===== config.mk =====
export PLATFORM = sky130hd
export DESIGN_NAME = flipflop
export DESIGN_NICKNAME = d
export VERILOG_FILES = /design/src/rtl/flipflop_pkg.sv /design/src/rtl/flipflop_stage.sv /design/src/rtl/flipflop.sv
export SDC_FILE = /design/constraint.sdc
export NUM_CORES = 1
export LEC_CHECK = 0
export ABC_AREA = 1
export CAP_MARGIN = 40
export CORE_AREA = 2 2 39 41
export CTS_CLUSTER_SIZE = 8
export DETAILED_ROUTE_END_ITERATION = 8
export DIE_AREA = 0 0 41 43
export DONT_BUFFER_PORTS = 1
export PLACE_DENSITY = 0.42
export SYNTH_ARGS = -nofsm -noshare
export SYNTH_HDL_FRONTEND = slang
export SYNTH_SLANG_ARGS = --single-unit

===== constraint.sdc =====
create_clock -name clk -period 0.8 [get_ports clk]
set_input_delay 0.16 -clock clk [delete_from_list [all_inputs] [get_ports clk]]
set_output_delay 0.16 -clock clk [all_outputs]
set_load 0.1 [all_outputs]

===== src/rtl/flipflop_pkg.sv =====
// Shared defaults and bus typedef for the flipflop register pipeline.
package flipflop_pkg;
   localparam int DEFAULT_WIDTH = 8;
   localparam int DEFAULT_DEPTH = 1;

   typedef logic [DEFAULT_WIDTH-1:0] data_t;

   typedef struct packed {
      logic  reset;
      data_t data;
   } stage_in_t;

   // Latency of a pipeline equals its stage count.
   function automatic int latency(input int depth);
      return depth;
   endfunction
endpackage


===== src/rtl/flipflop_stage.sv =====
// One WIDTH-bit register with synchronous active-high reset to RESET_VAL.
module flipflop_stage
   import flipflop_pkg::*;
#(
   parameter int               WIDTH     = DEFAULT_WIDTH,
   parameter logic [WIDTH-1:0] RESET_VAL = '0
) (
   input  logic             clk,
   input  logic             reset,
   input  logic [WIDTH-1:0] d,
   output logic [WIDTH-1:0] q
);
   logic [WIDTH-1:0] q_q;

   always_ff @(posedge clk) begin
      if (reset) q_q <= RESET_VAL;
      else       q_q <= d;
   end

   assign q = q_q;
endmodule


===== src/rtl/flipflop.sv =====
// DEPTH-stage registered data pipeline; qout lags qin by DEPTH edges.
// Define FLIPFLOP_ASSERT_EN to compile in the built-in SVA checkers.
module flipflop
   import flipflop_pkg::*;
#(
   parameter int               WIDTH     = DEFAULT_WIDTH,
   parameter int               DEPTH     = DEFAULT_DEPTH,
   parameter logic [WIDTH-1:0] RESET_VAL = {WIDTH{1'b0}}
) (
   input  logic             clk,
   input  logic             reset,
   input  logic [WIDTH-1:0] qin,
   output logic [WIDTH-1:0] qout
);
   if (DEPTH < 1 || WIDTH < 1) begin : g_bad_cfg
      $fatal(1, "flipflop: WIDTH (%0d) and DEPTH (%0d) must both be >= 1", WIDTH, DEPTH);
   end

   logic [DEPTH-1:0][WIDTH-1:0] stage_q;

   for (genvar i = 0; i < DEPTH; i++) begin : g_stage
      logic [WIDTH-1:0] stage_d;
      if (i == 0) begin : g_head
         assign stage_d = qin;
      end else begin : g_chain
         assign stage_d = stage_q[i-1];
      end
      flipflop_stage #(
         .WIDTH    (WIDTH),
         .RESET_VAL(RESET_VAL)
      ) u_stage (
         .clk  (clk),
         .reset(reset),
         .d    (stage_d),
         .q    (stage_q[i])
      );
   end

   assign qout = stage_q[DEPTH-1];

`ifdef FLIPFLOP_ASSERT_EN
   // 2-state trackers start at 0 in simulation without needing a reset.
   bit          seen_rst_q;
   int unsigned low_cnt_q;

   always_ff @(posedge clk) begin
      if (reset) begin
         seen_rst_q <= 1'b1;
         low_cnt_q  <= 0;
      end else if (low_cnt_q < DEPTH) begin
         low_cnt_q  <= low_cnt_q + 1;
      end
   end

   a_reset_val: assert property (@(posedge clk) disable iff ($time == 0)
      $past(reset) |-> qout == RESET_VAL)
      else $error("flipflop: qout != RESET_VAL after reset edge at %0t", $time);

   if (DEPTH == 1) begin : g_chk_d1
      a_latency: assert property (@(posedge clk) disable iff ($time == 0)
         (seen_rst_q && !$past(reset)) |-> qout == $past(qin))
         else $error("flipflop: qout != previous qin at %0t", $time);
   end else begin : g_chk_dn
      a_latency: assert property (@(posedge clk) disable iff ($time == 0)
         (low_cnt_q >= DEPTH) |-> qout == $past(qin, DEPTH))
         else $error("flipflop: qout != qin delayed by DEPTH at %0t", $time);
   end

   a_known: assert property (@(posedge clk) disable iff ($time == 0)
      seen_rst_q |-> !$isunknown(qout))
      else $error("flipflop: qout unknown after reset at %0t", $time);
`endif
endmodule


=== Yosys cells after proc, flatten, opt, wreduce, memory -nomap -nowiden ===
Index checks and enable logic that the tools add are counted.

* Register bits after elaboration: 8

=== Depth between registers and ports, before layout ===
Gate-level depths: netlist of run 1.

* Depth in word-level cells: 0
* Depth in mapped cells: 2
* Mapped depth without buffers: 2

=== Worst setup path before layout of run 1 ===
Ideal clock, no wire load.

* Kind: flip-flop to output port
* From: register g_stage[0].u_stage.q_q[0]
* To: output qout[0]
* Arrival: 0.909 ns
* Required time: 0.640 ns
* Slack: -0.269 ns
* Cell stages (with the launch flop): 1
* Buffers on the path: 0
* Cells stage by stage: dfxtp_1

{| class="wikitable"
|+ RTL lines
! element !! RTL line !! text
|-
| start, declared || flipflop_stage.sv:13 || <nowiki>logic [WIDTH-1:0] q_q;</nowiki>
|-
| start signal, assigned || flipflop_stage.sv:16 || <nowiki>if (reset) q_q <= RESET_VAL;</nowiki>
|-
| start signal, assigned || flipflop_stage.sv:17 || <nowiki>else q_q <= d;</nowiki>
|-
| end, declared || flipflop.sv:13 || <nowiki>output logic [WIDTH-1:0] qout</nowiki>
|}

No word-level cell between the ends.

=== Final worst setup path of run 1 ===
* From: register g_stage[0].u_stage.q_q[2]
* To: output qout[2]

No word-level cell between the ends.

==> impl_metrics.json, run 1 <==
{
  "outcome": "finished with violations",
  "violations": "negative setup slack",
  "post-route-period-util_pct": 116,
  "drive_above_1_share_pct": 45.2,
  "drv_cap": 0,
  "antenna_found_initial": 0,
  "die_y_um": 43,
  "finalWorstSetupSlack_ns": -0.127,
  "final-instance-count-excl-fill": 58,
  "rsz0062_at_grt": "yes",
  "synth_cells": 25,
  "syn_area_um2": 231,
  "wirelength_um": 585,
  "critical-path-top-delay-family": "flip-flops",
  "clock_path_buffers": 2,
  "post-route-cell-area_um2": 505,
  "placed_cells": 48,
  "grt.overflow.total": 0,
  "via_count": 207,
  "critPathMaxStageDelay_ns": 0.34,
  "synth_seq_area_share_pct": 69.2,
  "rows": 14,
  "crit_path_start_kind": "flop",
  "cts_setup_buffers": 0,
  "largest_register_ffs": 8,
  "antennaDiodeCount": 0,
  "area_growth_pct": 118,
  "cts-root-buf": "clkbuf_4",
  "port_buffers": 0,
  "grt_max_degree": 9,
  "ir_drop_v": 0.000936,
  "worstPathMaxFanout": 1,
  "drv_slew": 0,
  "ys_ff_latch": 8,
  "leakage_nw": 0.249,
  "die_area_um2": 1760,
  "fin_util_pct": 36.5,
  "powerDensity_nw_per_um2": 2050,
  "hold_violations": 0,
  "ioPinCount": 18,
  "drtPass1Iterations": 4,
  "placedInstanceArea_um2": 410,
  "htreeDepth": 1,
  "drc": 0,
  "nets": 54,
  "critPathArrivalTime_ns": 0.77,
  "cts_sinks": 8,
  "tightest_slew_ns": 0.281,
  "min_period_ns": 0.927,
  "initialDrtViolationCount": 4,
  "routedWlPerCell_um": 10.1,
  "cts_tree": "built",
  "grt_pass1_wl_um": 724,
  "worstHoldPathType": "in2reg",
  "crit_start": "g_stage[0].u_stage.q[2]",
  "ys_warn_count": 0,
  "cts_buffers": 3,
  "internal-power_w": 0.000708,
  "syn_avg_cell_area_um2": 9.26,
  "place_ws_ns": 0.137,
  "clk_pin_slew_ns": 0.05,
  "die_x_um": 41,
  "crit_chain": "buf_12",
  "viasPerCell": 3.57,
  "cp-end-kind": "output pin",
  "groute.usage.overall_pct": 7.64,
  "cp.depth": 1,
  "cpMaxStageDelayCell": "dfxtp_2",
  "synth_nets": 35,
  "fmax_ghz": 1.08,
  "setup_violations": 8,
  "critPathBufInv": 1,
  "p_switching_w": 0.000326,
  "grt_pass1_vias": 190,
  "core_um2": 1380,
  "endpoint": "qout[2]",
  "pwr-share-seq_pct": 42.9,
  "crit_type": "reg2out",
  "report.power.total_w": 0.00103,
  "max_slew_margin_pct": 81.3,
  "worstPathRequired_ns": 0.64,
  "drtAntennaViolNets": 0,
  "place.gp.congestion": 0.666,
  "p_comb_share_pct": 28.6,
  "p_clk_share_pct": 28.5,
  "synth.distinct_cells": 4,
  "start_util_pct": 16.7,
  "switching_share_pct": 31.6
}
power groups by stage:
| stage | Combinational, W | Sequential [W] | Clock [W] |
|---|---|---|---|
| after detailed placement | 0.000265 | 0.000452 | 0 |
| after CTS | 0.000277 | 0.000445 | 0.000309 |
| after floorplan | 0.0000236 | 0.000597 | 0 |
| after global routing | 0.000306 | 0.000445 | 0.000339 |
| final | 0.000296 | 0.000444 | 0.000295 |
| after global placement | 0.000262 | 0.000451 | 0 |
kinds of logic (layout without fill, tap and decap cells):
group                  after synthesis  after routing  share of synthesized area (%)
buffers and inverters                9             26                           17.8
flip-flops                           8              8                           69.2
AND/OR/NAND/NOR                      8              8                           13.0
final cells by class:
type | count | area [um2]
Inverter | 8 | 30.0
Multi-Input combinational cell | 8 | 30.0
Sequential cell | 8 | 170
Timing Repair Buffer | 15 | 233
Clock buffer | 3 | 22.5
Tap cell | 16 | 20.0
Fill cell | 137 | 878
routing by layer:
layer | GRT usage [%] | vias up | part of all wire, %
met5 | 0 | - | 0
met4 | 2.00 | 0 | 0
met3 | 12.0 | 0 | 19
met2 | 12.5 | 22 | 52
met1 | 3.23 | 85 | 29
li1 | - | 100 | -
metrics by stage:
step | TNS (ns) | hold slack [ns]
floorplan | 0 | 0.260
global placement | 0 | 0.225
detailed placement | 0 | 0.227
CTS | -1.03 | 0.00209
global route | -1.20 | 0.000148
finish | -0.921 | 0.0169
worst min-delay path by stage:
stage / start / end / slack (ns) / cells past startpoint
detailed placement: reset / g_stage[0].u_stage.q[4] / 0.23 / 1
floorplan: qin[0] / g_stage[0].u_stage.q[0] / 0.26 / 2
global placement: reset / g_stage[0].u_stage.q[5] / 0.23 / 1
finish: qin[5] / g_stage[0].u_stage.q[5] / 0.02 / 2
CTS: qin[7] / g_stage[0].u_stage.q[7] / 0.002 / 2
global route: qin[5] / g_stage[0].u_stage.q[5] / 0.0001 / 2
cells in the mapped netlist:
| cell type | n | area [um2] |
|---|---|---|
| nor2_1 | 8 | 30.0 |
| inv_1 | 8 | 30.0 |
| buf_6 | 1 | 11.3 |
| dfxtp_1 | 8 | 160 |
what timing repair did:
action / in CTS / in global routing
hold buffers: 2 / 5
setup endpoints to repair: 8 / 16
endpoints found under the hold margin: 8 / 5
gates resized for setup: 0 / 1
cell usage in the layout (no fill, tap or decap):
master          n
dfxtp_2         8
inv_1           8
dlymetal6s4s_1  1
clkbuf_4        3
dlygate4sd3_1   6
nor2_1          8
buf_12          8
No activity file was read; power rests on OpenSTA's default activity.
==> inputs of run 2 (changes only) <==
SKIP_CTS_REPAIR_TIMING = 1   (was unset)
clock period = 1 ns   (was 0.8 ns; I/O delays follow)
==> run 2 against run 1 <==
The flow now finishes without violations; sequential power down 20%; global-route usage down 0.80 points; critical endpoint unchanged; clock power is 20% lower.
==> impl_metrics.json, run 2 (synthesis results as in run 1) <==
{
  "rows": 14,
  "htreeDepth": 1,
  "drtAntennaViolNets": 0,
  "worstPathRequired_ns": 0.80,
  "fillCellCount": 143,
  "clk_pin_slew_ns": 0.05,
  "grt_max_degree": 9,
  "cts_buffers": 3,
  "max_slew_margin_pct": 82.6,
  "nets": 48,
  "ir_drop_v": 0.000743,
  "core_um2": 1380,
  "cts_tree": "built",
  "viasPerCell": 3.52,
  "antennaDiodeCount": 0,
  "cts_sinks": 8,
  "critPathBufInv": 1,
  "routedWlPerCell_um": 9.42,
  "drv_cap": 0,
  "outcome": "completed",
  "placedInstanceArea_um2": 410,
  "grt.overflow.total": 0,
  "port_buffers": 0,
  "drtPass1Iterations": 4,
  "post-route-cell-area_um2": 443,
  "hold_violations": 0,
  "post-route-period-util_pct": 96.7,
  "critPathMaxStageDelay_ns": 0.34,
  "crit_path_start_kind": "flop",
  "setup-tns-final_ns": 0,
  "tightest_slew_ns": 0.260,
  "setup_violations": 0,
  "powerDensity_nw_per_um2": 1820,
  "rsz0062_at_grt": "yes",
  "die_y_um": 43,
  "report.power.total_w": 0.000806,
  "critPathArrivalTime_ns": 0.77,
  "place.gp.congestion": 0.666,
  "crit_chain": "buf_12",
  "grt_pass1_wl_um": 641,
  "cpMaxStageDelayCell": "dfxtp_2",
  "fin_util_pct": 32.0,
  "ff_latch_area_um2": 170,
  "cp-end-kind": "output pin",
  "drc": 0,
  "die_area_um2": 1760,
  "hold_ws_ns": 0.0484,
  "cts-root-buf": "clkbuf_4",
  "critical-path-top-delay-family": "flip-flops",
  "clock_path_buffers": 2,
  "crit_type": "reg2out",
  "layout_common_cells": "inv_1 (8), nor2_1 (8), dfxtp_2 (8), buf_12 (8), clkbuf_4 (3)",
  "area_growth_pct": 91.4,
  "antenna_found_initial": 0,
  "start_util_pct": 16.7,
  "largest_register_ffs": 8,
  "worstHoldPathType": "in2reg",
  "fmax_ghz": 1.03,
  "grt_pass1_vias": 172,
  "multiInputGateArea_um2": 30.0,
  "drive_above_1_share_pct": 52.8,
  "die_x_um": 41,
  "via_count": 183,
  "drv_slew": 0,
  "ioPinCount": 18,
  "groute.usage.overall_pct": 6.83,
  "initialDrtViolationCount": 4,
  "leakage_nw": 0.215,
  "min_period_ns": 0.967,
  "worstPathMaxFanout": 1,
  "wirelength_um": 490
}
## run 2: area by class of cell
class,instances,area share [%]
flip-flops and latches,8,38.4
repair buffers,9,38.4
multi-input cells,8,6.78
inverters,8,6.78
clock buffers,3,5.08
well taps,16,4.52
## run 2: stage by stage
stage               setup WS (ns)  std cells
floorplan                   0.174         25
global placement            0.309         48
detailed placement          0.297         48
CTS                        0.0175         51
global route             -0.00326         52
finish                     0.0325         52
## run 2: worst paths after layout
check / from / end / slack (ns) / cells past startpoint
setup / recovery: g_stage[0].u_stage.q[2] / qout[2] / 0.03 / 1
hold / removal: qin[7] / g_stage[0].u_stage.q[7] / 0.05 / 2
## run 2: per-layer routing
metal | global-route usage (%) | vias up | routed length [um]
met5 | 0 | - | 0
met4 | 2.00 | 0 | 0
met3 | 12.0 | 0 | 118
met2 | 10.0 | 22 | 220
met1 | 3.23 | 73 | 151
li1 | - | 88 | -
## run 2: where the power goes
group	switching, W	internal (W)
clock network	0.0000982	0.000137
logic	0.000143	0.0000731
registers	0.0000142	0.000341
==> inputs of run 3 (changes only) <==
SYNTH_HIERARCHICAL = 1   (was unset)
==> run 3 against run 2 <==
Fmax down 0.74%; area after synthesis unchanged; worst setup slack worse by 0.0072 ns; sequential cell count unchanged; critical path depth unchanged; clock-buffer cell count unchanged; die area unchanged; design area unchanged; sequential power about the same.
==> impl_metrics.json, run 3 <==
{
  "largest_register_ffs": 8,
  "place.gp.congestion": 0.641,
  "routedWlPerCell_um": 9.62,
  "crit_start": "g_stage[0].u_stage/q[6]",
  "start_util_pct": 16.7,
  "crit_type": "reg2out",
  "ys_ff_latch": 8,
  "grt_pass1_wl_um": 690,
  "cts_tree": "built",
  "synth_enable_flop_cells": 0,
  "die_x_um": 41,
  "synth_fa_ha_area_share_pct": 0,
  "clk_pin_slew_ns": 0.06,
  "drv_cap": 0,
  "via_count": 184,
  "syn_avg_cell_area_um2": 9.26,
  "muxShareOfSynthArea_pct": 0,
  "antennaDiodeCount": 0,
  "synthXorXnorAreaFrac_pct": 0,
  "tightest_slew_ns": 0.266,
  "fmax_ghz": 1.03,
  "synth_nets": 35,
  "ir_drop_v": 0.000688,
  "synth_common_cells": "dfxtp_1 (8), inv_1 (8), nor2_1 (8)",
  "syn_area_um2": 231,
  "fin_util_pct": 32.0,
  "powerDensity_nw_per_um2": 1830,
  "htreeDepth": 1,
  "whs_path_depth": 2,
  "initialDrtViolationCount": 7,
  "cpMaxStageDelayCell": "dfxtp_2",
  "grt_max_degree": 9,
  "finalWorstSetupSlack_ns": 0.0254,
  "worstPathMaxFanout": 1,
  "drtAntennaViolNets": 0,
  "synth.distinct_cells": 4,
  "report.power.total_w": 0.000813,
  "drc": 0,
  "post-route-period-util_pct": 97.5,
  "critPathMaxStageDelay_ns": 0.34,
  "netlist_top_cells_area": "dfxtp_1 (69%), inv_1 (13%), nor2_1 (13%)",
  "min_from": "qin[6]",
  "drive_above_1_share_pct": 52.8,
  "worstHoldPathType": "in2reg",
  "core_um2": 1380,
  "crit_chain": "buf_12",
  "synth_compound_area_share_pct": 0,
  "die_area_um2": 1760,
  "fillCellCount": 136,
  "critPathBufInv": 1,
  "ys_warn_count": 6,
  "worstPathRequired_ns": 0.80,
  "min_period_ns": 0.975,
  "hold_path_end": "g_stage[0].u_stage/q[6]",
  "grt_pass1_vias": 196,
  "synth-simple-area-share_pct": 13.0,
  "crit_path_start_kind": "flop",
  "setup_violations": 0,
  "placedInstanceArea_um2": 410,
  "yosysTopAreaCellShare_pct": 69.2,
  "synth_top_area_cell": "dfxtp_1",
  "cp-end-kind": "output pin",
  "groute.usage.overall_pct": 7.24,
  "async_reset_ff_share_pct": 0,
  "synth_ff_type": "dfxtp_1",
  "cts_sinks": 8,
  "cts-root-buf": "clkbuf_4",
  "port_buffers": 0,
  "layout_common_cells": "inv_1 (8), nor2_1 (8), dfxtp_2 (8), buf_12 (8), clkbuf_4 (3)",
  "critical-path-top-delay-family": "flip-flops",
  "viasPerCell": 3.54,
  "clock_path_buffers": 2,
  "ioPinCount": 18,
  "max_slew_margin_pct": 82.2,
  "drv_slew": 0,
  "outcome": "completed",
  "rsz0062_at_grt": "yes",
  "drtPass1Iterations": 2,
  "post-route-cell-area_um2": 443,
  "antenna_found_initial": 0,
  "cts_buffers": 3,
  "critPathArrivalTime_ns": 0.77,
  "grt.overflow.total": 0,
  "synth_cells": 25,
  "rows": 14,
  "area_growth_pct": 91.4,
  "leakage_nw": 0.215,
  "synth_top_family_by_area": "buffers and inverters",
  "nets": 48,
  "hold_violations": 0,
  "die_y_um": 43,
  "place_ws_ns": 0.295,
  "synth_seq_area_share_pct": 69.2,
  "wirelength_um": 500
}
run 3: cell counts in the layout (fill, tap and decap cells not counted):
No cell type changed its count.
run 3: cell families after synthesis:
kind of cell,Yosys count
AND/OR/NAND/NOR,8
flip-flops,8
buffers and inverters,9
run 3: through the flow:
stage / std cells / hold slack [ns] / setup TNS (ns)
after CTS: 51 / -0.0109 / 0
after global placement: 48 / 0.265 / 0
after global routing: 52 / 0.0350 / -0.00810
final: 52 / 0.0418 / 0
after detailed placement: 48 / 0.266 / 0
after floorplan: 25 / 0.300 / 0
run 3: final cells by class:
type	count	area (um2)	share of cell area (%)
multi-input combinational	8	30.0	6.78
sequential	8	170	38.4
tap	16	20.0	4.52
inverter	8	30.0	6.78
timing repair buffer	9	170	38.4
clock buffer	3	22.5	5.08
run 3: worst max path at each step:
stage	depth (start not counted)	endpoint	slack (ns)
6_report	1	qout[6]	0.03
5_1_grt	1	qout[1]	-0.007
4_1_cts	1	qout[1]	0.007
3_5_place_dp	1	qout[1]	0.30
3_3_place_gp	1	qout[6]	0.31
2_1_floorplan	0	qout[0]	0.17
run 3: layer usage:
| layer | routed length, um | GRT usage (%) | vias to the layer above |
|---|---|---|---|
| li1 | - | - | 90 |
| met1 | 178 | 4.53 | 73 |
| met2 | 216 | 10.0 | 21 |
| met3 | 104 | 10.5 | 0 |
| met4 | 0 | 4.00 | 0 |
| met5 | 0 | 0 | - |
run 3: report_power, final:
group	internal (W)	total [W]	leakage (nW)	switching [W]
clock network	0.000137	0.000242	0.0138	0.000105
registers	0.000341	0.000354	0.0688	0.0000140
logic	0.0000731	0.000216	0.133	0.000143
